## src/rtl/act_pkg.sv

```systemverilog
// act_pkg: shared types and helpers for the activation layers.
//   act_mode_e     - per-frame activation selector
//   ACT_BITWIDTH   - default element width
//   popcount_signs - counts set bits of a sign-bit vector (up to ACT_MAX_LANES lanes)
package act_pkg;

  typedef enum logic [1:0] {
    ACT_PASS  = 2'd0,
    ACT_RELU  = 2'd1,
    ACT_LEAKY = 2'd2,
    ACT_CLAMP = 2'd3
  } act_mode_e;

  localparam int ACT_BITWIDTH  = 32;
  localparam int ACT_MAX_LANES = 64;

  // Callers zero-extend their sign vector to ACT_MAX_LANES bits.
  function automatic logic [6:0] popcount_signs(input logic [ACT_MAX_LANES-1:0] signs);
    logic [6:0] cnt;
    cnt = 7'd0;
    for (int i = 0; i < ACT_MAX_LANES; i++) begin
      cnt = cnt + {6'd0, signs[i]};
    end
    return cnt;
  endfunction

endpackage

```

## src/rtl/act_lane.sv

```systemverilog
// act_lane: combinational activation of one signed element.
//   x    in  BITWIDTH  signed two's complement element
//   mode in  2         act_mode_e selector
//   y    out BITWIDTH  activated element, same width and scale as x
module act_lane import act_pkg::*; #(
  parameter int BITWIDTH    = ACT_BITWIDTH,
  parameter int LEAKY_SHIFT = 3,
  parameter int CLAMP_MAX   = 6
) (
  input  logic [BITWIDTH-1:0] x,
  input  act_mode_e           mode,
  output logic [BITWIDTH-1:0] y
);

  localparam logic signed [BITWIDTH-1:0] CLAMP_V = BITWIDTH'(CLAMP_MAX);

  logic signed [BITWIDTH-1:0] x_sgn_s;
  logic signed [BITWIDTH-1:0] leaky_s;
  logic                       neg_s;
  logic                       over_s;

  assign x_sgn_s = x;
  assign neg_s   = x[BITWIDTH-1];
  assign over_s  = (x_sgn_s > CLAMP_V);
  // Arithmetic shift floors toward minus infinity, e.g. -1 stays -1.
  assign leaky_s = x_sgn_s >>> LEAKY_SHIFT;

  // Per-mode activation function.
  always_comb begin
    y = x;
    case (mode)
      ACT_PASS: y = x;
      ACT_RELU: begin
        if (neg_s) y = {BITWIDTH{1'b0}};
        else       y = x;
      end
      ACT_LEAKY: begin
        if (neg_s) y = leaky_s;
        else       y = x;
      end
      ACT_CLAMP: begin
        if (neg_s)       y = {BITWIDTH{1'b0}};
        else if (over_s) y = CLAMP_V;
        else             y = x;
      end
      default: y = x;
    endcase
  end

endmodule

```

## src/rtl/activation_stream_unit.sv

```systemverilog
// activation_stream_unit: two-stage streaming activation over LANES elements per beat.
//   clk, rst         clock, synchronous active-high reset
//   cfg_mode         activation mode, captured on the first beat of each frame
//   in_data/in_valid/in_ready     input beat handshake (lane i at [i*BITWIDTH +: BITWIDTH])
//   out_data/out_valid/out_ready  output beat handshake, same lane packing
//   out_last         marks the final beat of each FRAME_BEATS-beat frame
//   neg_count/neg_count_valid     count of negative inputs in the frame, pulsed when
//                                 that frame's last beat leaves; value held afterwards
module activation_stream_unit import act_pkg::*; #(
  parameter int BITWIDTH    = ACT_BITWIDTH,
  parameter int LANES       = 4,
  parameter int FRAME_BEATS = 3,
  parameter int LEAKY_SHIFT = 3,
  parameter int CLAMP_MAX   = 6,
  parameter int CNT_W       = $clog2(FRAME_BEATS*LANES+1)
) (
  input  logic                      clk,
  input  logic                      rst,
  input  logic [1:0]                cfg_mode,
  input  logic [LANES*BITWIDTH-1:0] in_data,
  input  logic                      in_valid,
  output logic                      in_ready,
  output logic [LANES*BITWIDTH-1:0] out_data,
  output logic                      out_valid,
  input  logic                      out_ready,
  output logic                      out_last,
  output logic [CNT_W-1:0]          neg_count,
  output logic                      neg_count_valid
);

  localparam int DW        = LANES*BITWIDTH;
  localparam int BEAT_W    = (FRAME_BEATS > 1) ? $clog2(FRAME_BEATS) : 1;
  localparam logic [BEAT_W-1:0] LAST_BEAT = BEAT_W'(FRAME_BEATS-1);

  // Frame tracking
  logic [BEAT_W-1:0]        beat_cnt_r;
  act_mode_e                frame_mode_r;
  logic [CNT_W-1:0]         neg_acc_r;
  logic [CNT_W-1:0]         neg_count_r;

  // Stage 1: raw beat plus its mode, last flag and (on last beats) the frame total
  logic                     s1_valid_r;
  logic [DW-1:0]            s1_data_r;
  act_mode_e                s1_mode_r;
  logic                     s1_last_r;
  logic [CNT_W-1:0]         s1_neg_r;

  // Stage 2: activated beat
  logic                     s2_valid_r;
  logic [DW-1:0]            s2_data_r;
  logic                     s2_last_r;
  logic [CNT_W-1:0]         s2_neg_r;

  logic                     s2_ready_s;
  logic                     in_ready_s;
  logic                     in_fire_s;
  logic                     is_last_s;
  act_mode_e                beat_mode_s;
  logic [ACT_MAX_LANES-1:0] sign_vec_s;
  logic [CNT_W-1:0]         beat_neg_s;
  logic [CNT_W-1:0]         neg_total_s;
  logic [DW-1:0]            act_data_s;
  logic                     neg_count_valid_s;

  assign s2_ready_s  = !s2_valid_r || out_ready;
  // S1 can take a beat when empty or when its beat moves into S2 this cycle.
  assign in_ready_s  = !s1_valid_r || s2_ready_s;
  assign in_fire_s   = in_valid && in_ready_s;
  assign is_last_s   = (beat_cnt_r == LAST_BEAT);
  assign beat_neg_s  = CNT_W'(popcount_signs(sign_vec_s));
  assign neg_total_s = neg_acc_r + beat_neg_s;
  assign neg_count_valid_s = s2_valid_r && out_ready && s2_last_r;

  // Mode for the incoming beat: live cfg_mode on beat 0, frame-latched mode otherwise.
  always_comb begin
    beat_mode_s = frame_mode_r;
    if (beat_cnt_r == {BEAT_W{1'b0}}) beat_mode_s = act_mode_e'(cfg_mode);
    else                              beat_mode_s = frame_mode_r;
  end

  // Gather the sign bit of every input lane.
  always_comb begin
    sign_vec_s = {ACT_MAX_LANES{1'b0}};
    for (int i = 0; i < LANES; i++) begin
      sign_vec_s[i] = in_data[i*BITWIDTH + BITWIDTH - 1];
    end
  end

  for (genvar g = 0; g < LANES; g++) begin : g_lane
    act_lane #(
      .BITWIDTH   (BITWIDTH),
      .LEAKY_SHIFT(LEAKY_SHIFT),
      .CLAMP_MAX  (CLAMP_MAX)
    ) u_lane (
      .x   (s1_data_r[g*BITWIDTH +: BITWIDTH]),
      .mode(s1_mode_r),
      .y   (act_data_s[g*BITWIDTH +: BITWIDTH])
    );
  end

  // Beat counter, frame mode latch and negative-element accumulator.
  always_ff @(posedge clk) begin
    if (rst) begin
      beat_cnt_r   <= {BEAT_W{1'b0}};
      frame_mode_r <= ACT_PASS;
      neg_acc_r    <= {CNT_W{1'b0}};
    end else if (in_fire_s) begin
      if (beat_cnt_r == {BEAT_W{1'b0}}) frame_mode_r <= beat_mode_s;
      if (is_last_s) begin
        // The frame total rides down the pipeline with the last beat.
        beat_cnt_r <= {BEAT_W{1'b0}};
        neg_acc_r  <= {CNT_W{1'b0}};
      end else begin
        beat_cnt_r <= beat_cnt_r + BEAT_W'(1);
        neg_acc_r  <= neg_total_s;
      end
    end
  end

  // Two-stage pipeline; each stage loads when empty or when draining this cycle.
  always_ff @(posedge clk) begin
    if (rst) begin
      s1_valid_r <= 1'b0;
      s1_data_r  <= {DW{1'b0}};
      s1_mode_r  <= ACT_PASS;
      s1_last_r  <= 1'b0;
      s1_neg_r   <= {CNT_W{1'b0}};
      s2_valid_r <= 1'b0;
      s2_data_r  <= {DW{1'b0}};
      s2_last_r  <= 1'b0;
      s2_neg_r   <= {CNT_W{1'b0}};
    end else begin
      if (in_ready_s) begin
        s1_valid_r <= in_valid;
        if (in_valid) begin
          s1_data_r <= in_data;
          s1_mode_r <= beat_mode_s;
          s1_last_r <= is_last_s;
          s1_neg_r  <= neg_total_s;
        end
      end
      if (s2_ready_s) begin
        s2_valid_r <= s1_valid_r;
        s2_last_r  <= s1_valid_r && s1_last_r;
        if (s1_valid_r) begin
          s2_data_r <= act_data_s;
          s2_neg_r  <= s1_neg_r;
        end
      end
    end
  end

  // Completed-frame count, updated as the frame's last beat leaves.
  always_ff @(posedge clk) begin
    if (rst) begin
      neg_count_r <= {CNT_W{1'b0}};
    end else if (neg_count_valid_s) begin
      neg_count_r <= s2_neg_r;
    end
  end

  // During the pulse the fresh total is shown directly; otherwise the held value.
  always_comb begin
    neg_count = neg_count_r;
    if (neg_count_valid_s) neg_count = s2_neg_r;
    else                   neg_count = neg_count_r;
  end

  assign in_ready        = in_ready_s;
  assign out_data        = s2_data_r;
  assign out_valid       = s2_valid_r;
  assign out_last        = s2_last_r;
  assign neg_count_valid = neg_count_valid_s;

endmodule

```

## config.mk

```make
export PLATFORM = sky130hd
export DESIGN_NAME = activation_stream_unit
export DESIGN_NICKNAME = d
export VERILOG_FILES = /design/src/rtl/act_pkg.sv /design/src/rtl/act_lane.sv /design/src/rtl/activation_stream_unit.sv
export SDC_FILE = /design/constraint.sdc
export NUM_CORES = 1
export LEC_CHECK = 0
export ABC_AREA = 1
export BUFFER_PORTS_ARGS = -buffer_cell sky130_fd_sc_hd__buf_2
export CORE_ASPECT_RATIO = 1.5
export CORE_MARGIN = 5
export CORE_UTILIZATION = 30
export CTS_CLUSTER_DIAMETER = 80
export CTS_CLUSTER_SIZE = 40
export DETAILED_ROUTE_END_ITERATION = 10
export MAX_ROUTING_LAYER = met4
export PLACE_DENSITY = 0.46
export SYNTH_ARGS = -nofsm -noshare
export SYNTH_HDL_FRONTEND = slang
export SYNTH_SLANG_ARGS = --single-unit
```

## constraint.sdc

```tcl
create_clock -name clk -period 2.8 [get_ports clk]
set_clock_uncertainty 0.2 [all_clocks]
set_input_delay 0.56 -clock clk [delete_from_list [all_inputs] [get_ports clk]]
set_output_delay 0.56 -clock clk [all_outputs]
set_load 0.01 [all_outputs]
```

### Word-level counts from Yosys, hierarchy flattened

Index checks and enable logic that the tools add are counted.
Widths: inputs -> output; s select.

* flip-flop bits (word level): 282
* bits of input ports: 134
* logic and storage cells: 63

* add/sub/neg operators: 5
* $lt $le $gt $ge: 4
* equal/unequal tests: 4
* multiplexer cells: 24
* reduce and logical (&&, ||, !) cells: 13

Operators by type and width (count)
* $pmux 32 s4: 4
* $mux 32: 8
* $mux 31: 8
* $gt 32x4->1 const B: 4
* $mux 4: 2
* $eq 2x2->1 const B: 3
* $reduce_and 2->1: 3
* $add 3x1->4: 1
* $add 4x4->4: 1
* $logic_and 1x1->1: 4
* $logic_not 2->1: 2
* $mux 2: 2
* $add 2x1->3: 1
* $add 1x1->2: 1
* $add 2x1->2 const B: 1
* $eq 2x1->1 const B: 1
* $logic_not 1->1: 2
* $logic_or 1x1->1: 2

### Longest topological paths before layout

Gate-level depths: netlist of run 1.

* depth in word-level cells: 5
* gate-level depth with buffers: 10

### By module

A second synthesis of run 1 with hierarchy kept.

* cell total of the unflattened synthesis: 1888
* area total of the unflattened synthesis: 13385.3 um^2

By module, submodules not included
* activation_stream_unit: times used 1, cells an instance 1256, area an instance 10062.2 um^2, seq. area each 5645.4 um^2
* act_lane: times used 4, cells an instance 158, area an instance 830.8 um^2, seq. area each 0.0 um^2

### Least setup slack after synthesis of run 1

No wires, ideal clock.

* kind: input port to flip-flop
* start point: in in_data[31]
* end point: reg s1_neg_r[1]
* library setup time: 0.070 ns
* arrival: 2.331 ns
* setup slack: 0.199 ns
* cell stages on the path: 6
* path through: fa_1 inv_1 fa_1 fa_1 or2_2 a21oi_1

* word-level cells in the longest chain between the ends: 4

Ends and longest elaborated chain
* from (decl): RTL line activation_stream_unit.sv:20 `input logic [LANES*BITWIDTH-1:0] in_data,`
* $add 1x1->2: RTL line act_pkg.sv:22 `cnt = cnt + {6'd0, signs[i]};`
* $add 2x1->3: RTL line act_pkg.sv:22
* $add 3x1->4: RTL line act_pkg.sv:22
* $add 4x4->4: RTL line activation_stream_unit.sv:71 `assign neg_total_s = neg_acc_r + beat_neg_s;`
* to (signal assigned): RTL line activation_stream_unit.sv:127 `s1_neg_r <= {CNT_W{1'b0}};`
* to (signal assigned): RTL line activation_stream_unit.sv:139 `s1_neg_r <= neg_total_s;`
* to (decl): RTL line activation_stream_unit.sv:46 `logic [CNT_W-1:0] s1_neg_r;`

No other way between the ends.
A chain may end at the register's enable or synchronous reset.

### Worst setup path in the final report of run 1

* start point: reg s2_valid_r, in the netlist out_valid
* end point: out in_ready

* word-level cells in the longest chain between the ends: 3

Ends and longest elaborated chain
* from (decl): RTL line activation_stream_unit.sv:49 `logic s2_valid_r;`
* from (signal assigned): RTL line activation_stream_unit.sv:143 `s2_valid_r <= s1_valid_r;`
* $logic_not 1->1: RTL line activation_stream_unit.sv:65 `assign s2_ready_s = !s2_valid_r || out_ready;`
* $logic_or 1x1->1: RTL line activation_stream_unit.sv:65
* $logic_or 1x1->1: RTL line activation_stream_unit.sv:67 `assign in_ready_s = !s1_valid_r || s2_ready_s;`
* to (decl): RTL line activation_stream_unit.sv:22 `output logic in_ready,`

No other way between the ends.

==> run summary, run 1 <==
crit path kind: reg2out
drc violations: 0
Worst Reg-to-Reg Cells: 7
Hold Path Stages: 3
Root Buffer: clkbuf_16
final setup vio count: 0
Max IR drop VDD: 0.421 mV
deepest clock path buffer count: 3
post-synthesis cell area: 12800 um2
cell count after synthesis: 1772
post-detailed-routing wire length: 43500 um
Num Clock Sinks: 282
reg2reg end: out_data[42]$_SDFFE_PP0P_
worst path required time: 2.04 ns
setup TNS: 0 ns
first-pass GRT wire length: 68100 um
Iter 0 DRT Violations: 661
leakage: 0.00693 uW
Final Hold Viols: 0
post-layout min period: 2.46 ns
fill count: 4608
hold-fix buffers at CTS: 0
worst slew pin tran: 0.555 ns
gr usage total: 18.3%
switch share: 31.7%
sequential fraction of the synthesis area: 44.2%
grt total ovfl: 0
postcts setup bufs: 0
pre-CTS setup slack: -0.0123 ns
CTS buffer count: 15
Max Fanout on Critical Path: 4
largest net degree at the start of global routing: 94
yosys warns: 0
post-DP HPWL: 30200 um
clock network power share: 30.0%
Net Switching: 2800 uW
largest cells by area after synthesis: dfxtp_1 (44%), o21ai_0 (13%), a21oi_1 (11%), inv_1 (7.2%), o211ai_1 (5.3%)
initial antenna violation count: 4
gpl congestion: 0.795
Hold Crit Class: in2reg
Syn Nets: 1910
routed vias/inst: 4.98
Synth Register Bits: 282
met1 wire length: 17800 um
Worst Hold End: s1_data_r[44]$_SDFFE_PP0P_
Comb power frac: 19.3%
setup slack after layout: 0.339 ns
post-synth top area cell: dfxtp_1
Avg Inst Size Synth: 7.21 um2
max-cap viol count: 0
Worst-Skew Late Latency: 0.53 ns
top sig layer: met4
metal3 WL: 2420 um
share of cells above drive strength 1: 17.8%
top-area cell type share of the netlist area: 44.2%
RSZ-0062 raised after global routing: no
Die Area: 46900 um2
cell row count: 92
CTS tree: yes
Final Max Slew Viols: 0
WL/cell: 17.2 um
Worst-path clk slew: 0.13 ns
fmax: 406 MHz
H-tree Lvls: 1
core footprint: 42100 um2
number of cells upsized or downsized after cts: 0
R2R Setup Slk: 0.56 ns
Critical Path AT: 1.70 ns
initial core utilization: 30.3%
I/O Buffers: 269
vias in the first global route: 12100
met2 WL: 22600 um
Detail Route Antenna Nets: 0
DIE WIDTH: 179 um
via count: 12600
status: complete, no violations
P&R area growth vs syn: 19.3%
sequential share of power: 50.7%
Net count, final: 2088
Distinct cells, synth: 27
P per Cell Area: 580 nW/um2
CP endpoint kind: output port
Slew HR: 63.0%
period utilisation layout: 87.9%
R2R Path Start: s1_mode_r[1]$_SDFFE_PP0P_
drt pass-1 iters: 7
internal power: 6050 uW
die height: 263 um
crit start category: flop
num ports: 270
hold path start: in_data[44]
==> layout make-up <==
type / count / area, um2 / share of cell area [%]
clock buffers: 15 / 375 / 2.46
repair buffers: 306 / 1790 / 11.7
multi-input cells: 1099 / 5660 / 37.2
diodes: 4 / 10.0 / 0.0657
inverters: 246 / 932 / 6.12
well taps: 564 / 706 / 4.63
flip-flops and latches: 282 / 5650 / 37.1
clock inverters: 10 / 121 / 0.796
==> worst max path at each step <==
stage	startpoint	endpoint	slack, ns	cells after the start
floorplan	in_data[31]	s1_neg_r[1]$_SDFFE_PP0P_	0.20	6
global placement	in_data[31]	neg_acc_r[1]$_SDFFE_PP0P_	0.01	7
detailed placement	in_data[31]	neg_acc_r[1]$_SDFFE_PP0P_	-0.01	7
CTS	out_valid$_SDFFE_PP0P_	in_ready	0.27	4
global route	out_valid$_SDFFE_PP0P_	in_ready	0.21	4
finish	out_valid$_SDFFE_PP0P_	in_ready	0.34	4
==> stage by stage <==
stage / std cells / instance area [um2] / hold WS (ns) / power (uW) / utilization (%)
2_1_floorplan: 1772 / 12800 / 0.232 / 5620 / -
3_3_place_gp: 2497 / 14700 / 0.240 / 6300 / 35.0
3_5_place_dp: 2497 / 14700 / 0.250 / 6310 / 35.0
4_1_cts: 2522 / 15200 / 0.0748 / 9030 / 36.2
5_1_grt: 2526 / 15200 / 0.107 / 9400 / 36.2
6_report: 2526 / 15200 / 0.104 / 8850 / 36.2
==> routing by layer <==
| layer | up-vias | global-route usage, % |
|---|---|---|
| li1 | 6326 | - |
| met1 | 5941 | 21.6 |
| met5 | - | - |
| met2 | 283 | 32.3 |
| met4 | 0 | 3.76 |
| met3 | 29 | 3.31 |
==> placed cells by master (no fill, tap or decap), types with 2 or more instances in the layout <==
cell type | netlist | layout
o21ai_0 | 323 | 323
dfxtp_1 | 282 | 279
a21oi_1 | 269 | 269
buf_2 | 22 | 269
inv_1 | 244 | 242
nand2_1 | 157 | 157
nor2_1 | 92 | 91
o211ai_1 | 90 | 90
nand3_1 | 88 | 88
buf_4 | 0 | 24
o22ai_1 | 23 | 23
clkbuf_16 | 0 | 15
buf_12 | 0 | 13
o21bai_1 | 12 | 12
o221ai_1 | 11 | 11
a211oi_1 | 9 | 9
a31oi_1 | 8 | 8
or2_2 | 7 | 7
diode_2 | 0 | 4
inv_6 | 0 | 3
fa_1 | 3 | 3
dfxtp_2 | 0 | 3
clkinv_2 | 0 | 2
clkinv_4 | 0 | 2
==> cells in the mapped netlist (all sizes together) <==
cell type,n
nand3,88
o22ai,23
fa,3
xnor2,1
o21bai,12
a31oi,8
nand4,1
clkbuf,104
or2,7
o211ai,90
nand2,158
a221oi,1
a21oi,269
o221ai,11
xor2,1
o21ai,323
a211oi,9
inv,246
ha,1
dfxtp,282
buf,41
nor2,93
==> critical path, cell delays in order, from the launching register on <==
cell	delay (ns)
dfxtp_1	0.36
inv_1	0.06
nor2_1	0.31
nand2_1	0.25
buf_2	0.21
==> state kept, by name, indices dropped and copies added, names as in the netlist, 4 cells and up <==
register,flops
out_data,128
s1_data_r,128
neg_acc_r,4
neg_count_r,4
s1_neg_r,4
s2_neg_r,4
==> power groups by stage <==
stage	clock, uW	combinational (uW)	sequential (uW)
2_1_floorplan	0	1030	4590
3_3_place_gp	0	1730	4580
3_5_place_dp	0	1740	4580
4_1_cts	2810	1740	4490
5_1_grt	2940	1930	4520
6_report	2660	1710	4480
==> cells by family after synthesis <==
| kind of cell | after synthesis | synth area share, % |
|---|---|---|
| compound gates | 746 | 32.0 |
| buf+inv | 391 | 11.8 |
| simple gates | 347 | 11.3 |
| xor+xnor | 2 | 0.196 |
| flops | 282 | 44.2 |
| fa+ha+maj | 4 | 0.568 |
Note: power is estimated with default switching activity, not from simulation.
==> run 2: changes to the inputs <==
--- a/config.mk
+++ b/config.mk
@@ -5,7 +5,6 @@
 export SDC_FILE = /design/constraint.sdc
 export NUM_CORES = 1
 export LEC_CHECK = 0
-export ABC_AREA = 1
 export BUFFER_PORTS_ARGS = -buffer_cell sky130_fd_sc_hd__buf_2
 export CORE_ASPECT_RATIO = 1.5
 export CORE_MARGIN = 5
==> run 2 against run 1 <==
Area after synthesis shrank 6.6%; clock power grew 4%; critical endpoint is now neg_acc_r[2]$_SDFFE_PP0P_; final cell count shrank 16%; combinational power shrank 35%; non-clock buffer count is the same; register-to-register slack lost 0.02 ns; via count shrank 14%; setup slack gained 0.039 ns; first-iteration DRC count shrank 0.30%; utilization grew 0.45 points.
==> run summary, run 2 <==
status: complete, no violations
die height: 254 um (-3.3%)
placed insts: 2109 (-16%)
post-synth top area cell: dfxtp_1
Worst-path clk slew: 0.12 ns (about the same)
first-pass GRT wire length: 62700 um (-7.9%)
crit path kind: in2reg
sequential fraction of the synthesis area: 47.3% (+3.1 points)
top cells by count, synth: nand2_1 (321), dfxtp_1 (282), a21oi_1 (222), clkbuf_1 (85), o21ai_0 (65)
worst slew pin tran: 0.903 ns (+0.349 ns)
Avg Inst Size Synth: 8.37 um2 (+16%)
fmax: 413 MHz (+1.6%)
postcts setup bufs: 0 (unchanged)
largest incremental delay on the critical path: 0.53 ns (+0.17 ns)
num ports: 270 (unchanged)
CP Cell Sequence: buf_2, fa_1, inv_1, fa_1, fa_1, or2_2, o21ai_0, a22oi_1, nor2_1
Final Max Slew Viols: 0 (unchanged)
top sig layer: met4
internal power: 5830 uW (-3.5%)
largest cells by area after synthesis: dfxtp_1 (47%), nand2_1 (10%), a21oi_1 (9.3%), mux2i_1 (4.4%), mux2_2 (2.8%)
H-tree Lvls: 1 (unchanged)
Die Area: 43900 um2 (-6.3%)
core footprint: 39300 um2 (-6.7%)
Hold Slack: 0.0561 ns (-0.0477 ns)
vias in the first global route: 10700 (-12%)
gpl congestion: 0.785 (-1.3%)
most used cell, CP: fa_1
hold-fix buffers at CTS: 0 (unchanged)
Max Fanout on Critical Path: 2 (-2)
commonest non-fill, non-tap cells in the layout: nand2_1 (319), dfxtp_1 (281), buf_2 (268)
Comb power frac: 13.4% (-5.9 points)
gr usage total: 17.9% (-0.38 points)
drc violations: 0 (unchanged)
leakage: 0.00586 uW (-15%)
Syn Nets: 1564 (-18%)
CTS buffer count: 14 (-1)
CP top delay family: adder cells
Worst-Skew Late Latency: 0.53 ns (about the same)
Final Hold Viols: 0 (unchanged)
CTS tree: yes
RSZ-0062 raised after global routing: no
P&R area growth vs syn: 20.7%
commonest non-fill, non-tap cell in the layout: nand2_1
Max IR drop VDD: 0.392 mV (-6.9%)
cell row count: 89 (-3.3%)
Net Switching: 2440 uW (-13%)
Critical path buffers and inverters: 2 (unchanged)
routed vias/inst: 5.09 (+2.3%)
Root Buffer: clkbuf_16
Finished Layout Cells: 2134 (-16%)
Worst path slowest cell: fa_1
Hold Crit Class: in2reg
Detail Route Antenna Nets: 0 (unchanged)
crit start category: primary input
post-layout min period: 2.42 ns (-0.0395 ns)
initial antenna violation count: 1 (-3)
initial core utilization: 30.3% (about the same)
Num Clock Sinks: 282 (unchanged)
cell count after synthesis: 1426 (-20%)
Iter 0 DRT Violations: 659 (-0.30%)
asr flop ratio synth: 0% (unchanged)
ys flop type: dfxtp_1
yosys warns: 0 (unchanged)
Distinct cells, synth: 52 (+93%)
clock network power share: 33.4% (+3.4 points)
WL/cell: 18.8 um (+9.4%)
deepest clock path buffer count: 3 (unchanged)
Slew HR: 39.8% (-23 points)
met2 WL: 21400 um (-5.5%)
Net count, final: 1763 (-16%)
share of cells above drive strength 1: 23.1% (+5.3 points)
top-area cell type share of the netlist area: 47.3% (+3.1 points)
switch share: 29.5% (-2.2 points)
Final Util: 36.6% (+0.45 points)
worst path required time: 3.06 ns (+1.02 ns)
P per Cell Area: 575 nW/um2 (-1.0%)
max-cap viol count: 0 (unchanged)
period utilisation layout: 86.5% (-1.4 points)
Tot Pwr: 8270 uW (-6.5%)
final setup vio count: 0 (unchanged)
post-detailed-routing wire length: 40200 um (-7.6%)
Post-synth EDFFs: 0 (unchanged)
DIE WIDTH: 173 um (-3.2%)
sequential share of power: 53.2% (+2.5 points)
CP endpoint kind: flop
post-synthesis cell area: 11900 um2 (-6.6%)
I/O Buffers: 269 (unchanged)
metal3 WL: 1430 um (-41%)
met1 wire length: 16800 um (-5.6%)
post-DP HPWL: 27900 um (-7.6%)
via count: 10900 (-14%)
Synth Register Bits: 282 (unchanged)
number of cells upsized or downsized after cts: 0 (unchanged)
largest net degree at the start of global routing: 86 (-8.5%)
Critical Path AT: 2.68 ns (+0.98 ns)
grt total ovfl: 0 (unchanged)
count leader, synth: nand2_1
drt pass-1 iters: 7 (unchanged)
==> run 2: cell types whose count changed in the layout (fill, tap and decap cells not counted), sizes merged, moves of 38 or more <==
cell    before  now
o21ai      323   77
mux2i        0   52
nand3       88    9
a21oi      269  223
inv        249   20
nand2      158  322
nor3         0   38
o211ai      90    0
nor2        93   28
==> run 2: final timing paths <==
| check | to | from | depth (start not counted) | slack [ns] |
|---|---|---|---|---|
| worst min-delay path | s1_data_r[41]$_SDFFE_PP0P_ | in_data[41] | 3 | 0.06 |
| worst max register to register | out_data[18]$_SDFFE_PP0P_ | s1_data_r[10]$_SDFFE_PP0P_ | 6 | 0.54 |
| worst min register to register | out_data[13]$_SDFFE_PP0P_ | out_data[13]$_SDFFE_PP0P_ | 2 | 0.26 |
| worst max-delay path | neg_acc_r[2]$_SDFFE_PP0P_ | in_data[31] | 9 | 0.38 |
==> run 2: power by group through the flow <==
stage                     registers, uW  clock network [uW]  logic (uW)
after global placement             4500                   0        1120
after CTS                          4410                2860        1130
after global routing               4440                2980        1240
after floorplan                    4460                   0         650
after detailed placement           4500                   0        1120
final                              4410                2760        1110
==> run 2: cells by family after synthesis <==
group	Yosys count	share of synthesized area, %
xor gates and xnor gates	1	0.0734
muxes	82	7.20
AOI/OAI and AO/OA	408	20.6
and+or+nand+nor	511	19.4
buffers and inverters	138	4.82
DFF	282	47.3
adders and majority gates	4	0.608
==> run 2: worst min-delay path: stages <==
cell,delay [ns]
buf_2,0.10
nand2_1,0.04
a21oi_1,0.05
==> run 2: per-layer routing <==
layer | global-route usage (%) | vias to the layer above
met2 | 32.6 | 214
met3 | 2.06 | 28
met1 | 21.4 | 5175
met5 | - | -
met4 | 3.73 | 0
li1 | - | 5453
==> run 2: final cells by class <==
cell class | count | area [um2]
Clock inverter | 9 | 154
Antenna cell | 1 | 2.50
Multi-Input combinational cell | 1006 | 5770
Timing Repair Buffer | 306 | 1770
Sequential cell | 282 | 5650
Fill cell | 4161 | 24900
Clock buffer | 15 | 375
Tap cell | 500 | 626
Inverter | 15 | 56.3
==> run 2: through the flow <==
step           cell area [um2]  TNS, ns  setup WS, ns
5_1_grt                  14400        0         0.184
2_1_floorplan            11900        0        0.0806
3_3_place_gp             13900   -0.298        -0.185
6_report                 14400        0         0.379
3_5_place_dp             13900   -0.255        -0.158
4_1_cts                  14400        0         0.358
==> run 3: changes to the inputs <==
--- a/config.mk
+++ b/config.mk
@@ -16,4 +16,5 @@
 export PLACE_DENSITY = 0.46
 export SYNTH_ARGS = -nofsm -noshare
 export SYNTH_HDL_FRONTEND = slang
+export SYNTH_HIERARCHICAL = 1
 export SYNTH_SLANG_ARGS = --single-unit
==> run 3 against run 2 <==
Final area is 1.4% lower; area after synthesis is 0.56% higher; total power is 4.1% lower; first-iteration DRC count is 26% lower; utilization is 0.61 points lower; clock power is 7% lower; global-route usage is 1.0 points lower; via count is 0.40% higher; sequential power is 1% lower; register-to-register slack hardly changed; largest cell class unchanged; highest routed layer unchanged.
==> run summary, run 3 <==
status: complete, no violations
Comb power frac: 12.8% (-0.6 points)
Setup crit start: out_valid$_SDFFE_PP0P_
RSZ-0062 raised after global routing: no
R2R Setup Slk: 0.55 ns (about the same)
max-cap viol count: 0 (unchanged)
post-DP HPWL: 27200 um (-2.7%)
CTS buffer count: 14 (unchanged)
Slew HR: 34.9% (-4.9 points)
commonest non-fill, non-tap cells in the layout: nand2_1 (539), dfxtp_1 (282), a21oi_1 (278)
CTS tree: yes
Max Fanout on Critical Path: 5 (+3)
asr flop ratio synth: 0% (unchanged)
cell count after synthesis: 1506 (+5.6%)
postcts setup bufs: 0 (unchanged)
Distinct cells, synth: 42 (-19%)
top cells by count, synth: nand2_1 (541), dfxtp_1 (282), a21oi_1 (278), a22o_1 (96), clkbuf_1 (43)
switch share: 28.3% (-1.2 points)
deepest clock path buffer count: 3 (unchanged)
post-detailed-routing wire length: 38200 um (-5.0%)
post-layout min period: 2.65 ns (+0.233 ns)
via count: 10900 (+0.40%)
H-tree Lvls: 1 (unchanged)
DIE WIDTH: 173 um (+0.26%)
drt pass-1 iters: 5 (-2)
Die Area: 44200 um2 (+0.53%)
gpl congestion: 0.778 (-0.88%)
Critical Path AT: 1.89 ns (-0.79 ns)
Worst-path clk slew: 0.13 ns (about the same)
placed insts: 2187 (+3.7%)
commonest non-fill, non-tap cell in the layout: nand2_1
Synth Register Bits: 282 (unchanged)
ys flop type: dfxtp_1
Detail Route Antenna Nets: 0 (unchanged)
worst slew pin tran: 0.977 ns (+0.0735 ns)
WL/cell: 17.2 um (-8.5%)
Net Switching: 2250 uW (-7.8%)
Finished Layout Cells: 2214 (+3.7%)
CP endpoint kind: output port
grt total ovfl: 0 (unchanged)
die height: 255 um (+0.27%)
Worst Reg-to-Reg Cells: 5 (-1)
gr usage total: 16.9% (-1.0 points)
number of cells upsized or downsized after cts: 0 (unchanged)
Worst-Skew Late Latency: 0.51 ns (-0.02 ns)
crit start category: flop
setup TNS: 0 ns (unchanged)
P&R area growth vs syn: 18.4%
I/O Buffers: 269 (unchanged)
hold path start: in_data[38]
Final Max Slew Viols: 0 (unchanged)
leakage: 0.00579 uW (-1.2%)
Max IR drop VDD: 0.457 mV (+17%)
share of cells above drive strength 1: 22.3% (-0.88 points)
sequential fraction of the synthesis area: 47.1% (-0.26 points)
Syn Nets: 1644 (+5.1%)
drc violations: 0 (unchanged)
first-pass GRT wire length: 59600 um (-5.0%)
cell row count: 89 (unchanged)
Iter 0 DRT Violations: 487 (-26%)
post-synth top area cell: dfxtp_1
count leader, synth: nand2_1
num ports: 270 (unchanged)
hold-fix buffers at CTS: 0 (unchanged)
internal power: 5690 uW (-2.5%)
period utilisation layout: 94.8% (+8.3 points)
Net count, final: 1841 (+4.4%)
core footprint: 39400 um2 (+0.28%)
sequential share of power: 55.0% (+1.8 points)
final setup vio count: 0 (unchanged)
post-synthesis cell area: 12000 um2 (+0.56%)
crit path kind: reg2out
top-area cell type share of the netlist area: 47.1% (-0.26 points)
clock network power share: 32.2% (-1.2 points)
initial antenna violation count: 2 (+1)
Hold Crit Class: in2reg
yosys warns: 6 (+6)
fmax: 377 MHz (-8.8%)
largest net degree at the start of global routing: 80 (-7.0%)
largest cells by area after synthesis: dfxtp_1 (47%), nand2_1 (17%), a21oi_1 (12%), a22o_1 (7.0%), buf_2 (1.8%)
routed vias/inst: 4.93 (-3.2%)
Num Clock Sinks: 282 (unchanged)
Avg Inst Size Synth: 7.96 um2 (-4.8%)
pre-CTS setup slack: -0.166 ns (-0.00732 ns)
P per Cell Area: 559 nW/um2 (-2.7%)
vias in the first global route: 10800 (+0.18%)
reg2reg end: out_data[72]$_SDFFE_PP0P_
Root Buffer: clkbuf_16
setup slack after layout: 0.146 ns (-0.233 ns)
worst path required time: 2.04 ns (-1.02 ns)
initial core utilization: 30.4% (+0.082 points)
R2R Path Start: s1_mode_r[1]$_SDFFE_PP0P_
CP endpoint: neg_count[3]
Post-synth EDFFs: 0 (unchanged)
Final Hold Viols: 0 (unchanged)
## run 3: cell count changes in the layout (fill, tap and decap cells not counted), moves of 17 or more
cell	delta
mux2i_1	-48
a32o_1	-31
o21ai_0	-62
nor4_1	-17
a21oi_1	+58
nand2_1	+220
a22o_1	+96
mux2_2	-26
nor3_1	-38
o31ai_1	-18
nand3b_1	-30
a221oi_1	-26
or3_1	-28
## run 3: through the flow
| stage | utilization, % | hold slack [ns] | instance area, um2 | power [uW] |
|---|---|---|---|---|
| 6_report | 36.0 | 0.0620 | 14200 | 7940 |
| 5_1_grt | 36.0 | 0.0358 | 14200 | 8340 |
| 3_5_place_dp | 34.8 | 0.245 | 13700 | 5500 |
| 3_3_place_gp | 34.8 | 0.240 | 13700 | 5490 |
| 2_1_floorplan | - | 0.232 | 12000 | 5080 |
| 4_1_cts | 36.0 | 0.0257 | 14200 | 8110 |
## run 3: kinds of logic after synthesis
| kind of cell | count (synthesis) | share of synthesized area [%] |
|---|---|---|
| flops | 282 | 47.1 |
| mux | 8 | 0.709 |
| xor+xnor | 2 | 0.146 |
| simple gates | 672 | 24.7 |
| buf+inv | 125 | 5.51 |
| compound gates | 413 | 21.2 |
| fa+ha+maj | 4 | 0.605 |
## run 3: worst max-delay path, stage by stage, from the launching register on
cell	delay, ns
dfxtp_1	0.41
nand3_1	0.39
mux2_2	0.42
buf_2	0.16
## run 3: power by group through the flow
stage	Clock, uW	Combinational [uW]	Sequential (uW)
after floorplan	0	647	4430
after global placement	0	1040	4450
after detailed placement	0	1040	4460
after CTS	2700	1040	4370
after global routing	2810	1140	4390
final	2560	1020	4360
## run 3: final cells by class
class,count,area (um2)
Inverter,11,41.3
Clock inverter,8,87.6
Timing Repair Buffer,295,1690
Clock buffer,16,389
Multi-Input combinational cell,1099,5720
Antenna cell,3,7.51
Sequential cell,282,5650
Fill cell,4276,25200
Tap cell,500,626
## run 3: layer usage
| metal | up-vias | global-route usage (%) | wire length (um) |
|---|---|---|---|
| met4 | 0 | 3.47 | 548 |
| met5 | - | - | 0 |
| met3 | 26 | 2.82 | 1690 |
| li1 | 5498 | - | - |
| met2 | 214 | 30.3 | 19700 |
| met1 | 5175 | 20.0 | 16200 |
## run 3: worst min-delay path by stage
stage | endpoint | slack (ns) | cells past startpoint
2_1_floorplan | neg_acc_r[0]$_SDFFE_PP0P_ | 0.23 | 2
3_3_place_gp | neg_acc_r[0]$_SDFFE_PP0P_ | 0.24 | 2
3_5_place_dp | out_data[98]$_SDFFE_PP0P_ | 0.25 | 2
4_1_cts | s1_data_r[38]$_SDFFE_PP0P_ | 0.03 | 3
5_1_grt | s1_data_r[36]$_SDFFE_PP0P_ | 0.04 | 3
6_report | s1_data_r[38]$_SDFFE_PP0P_ | 0.06 | 3
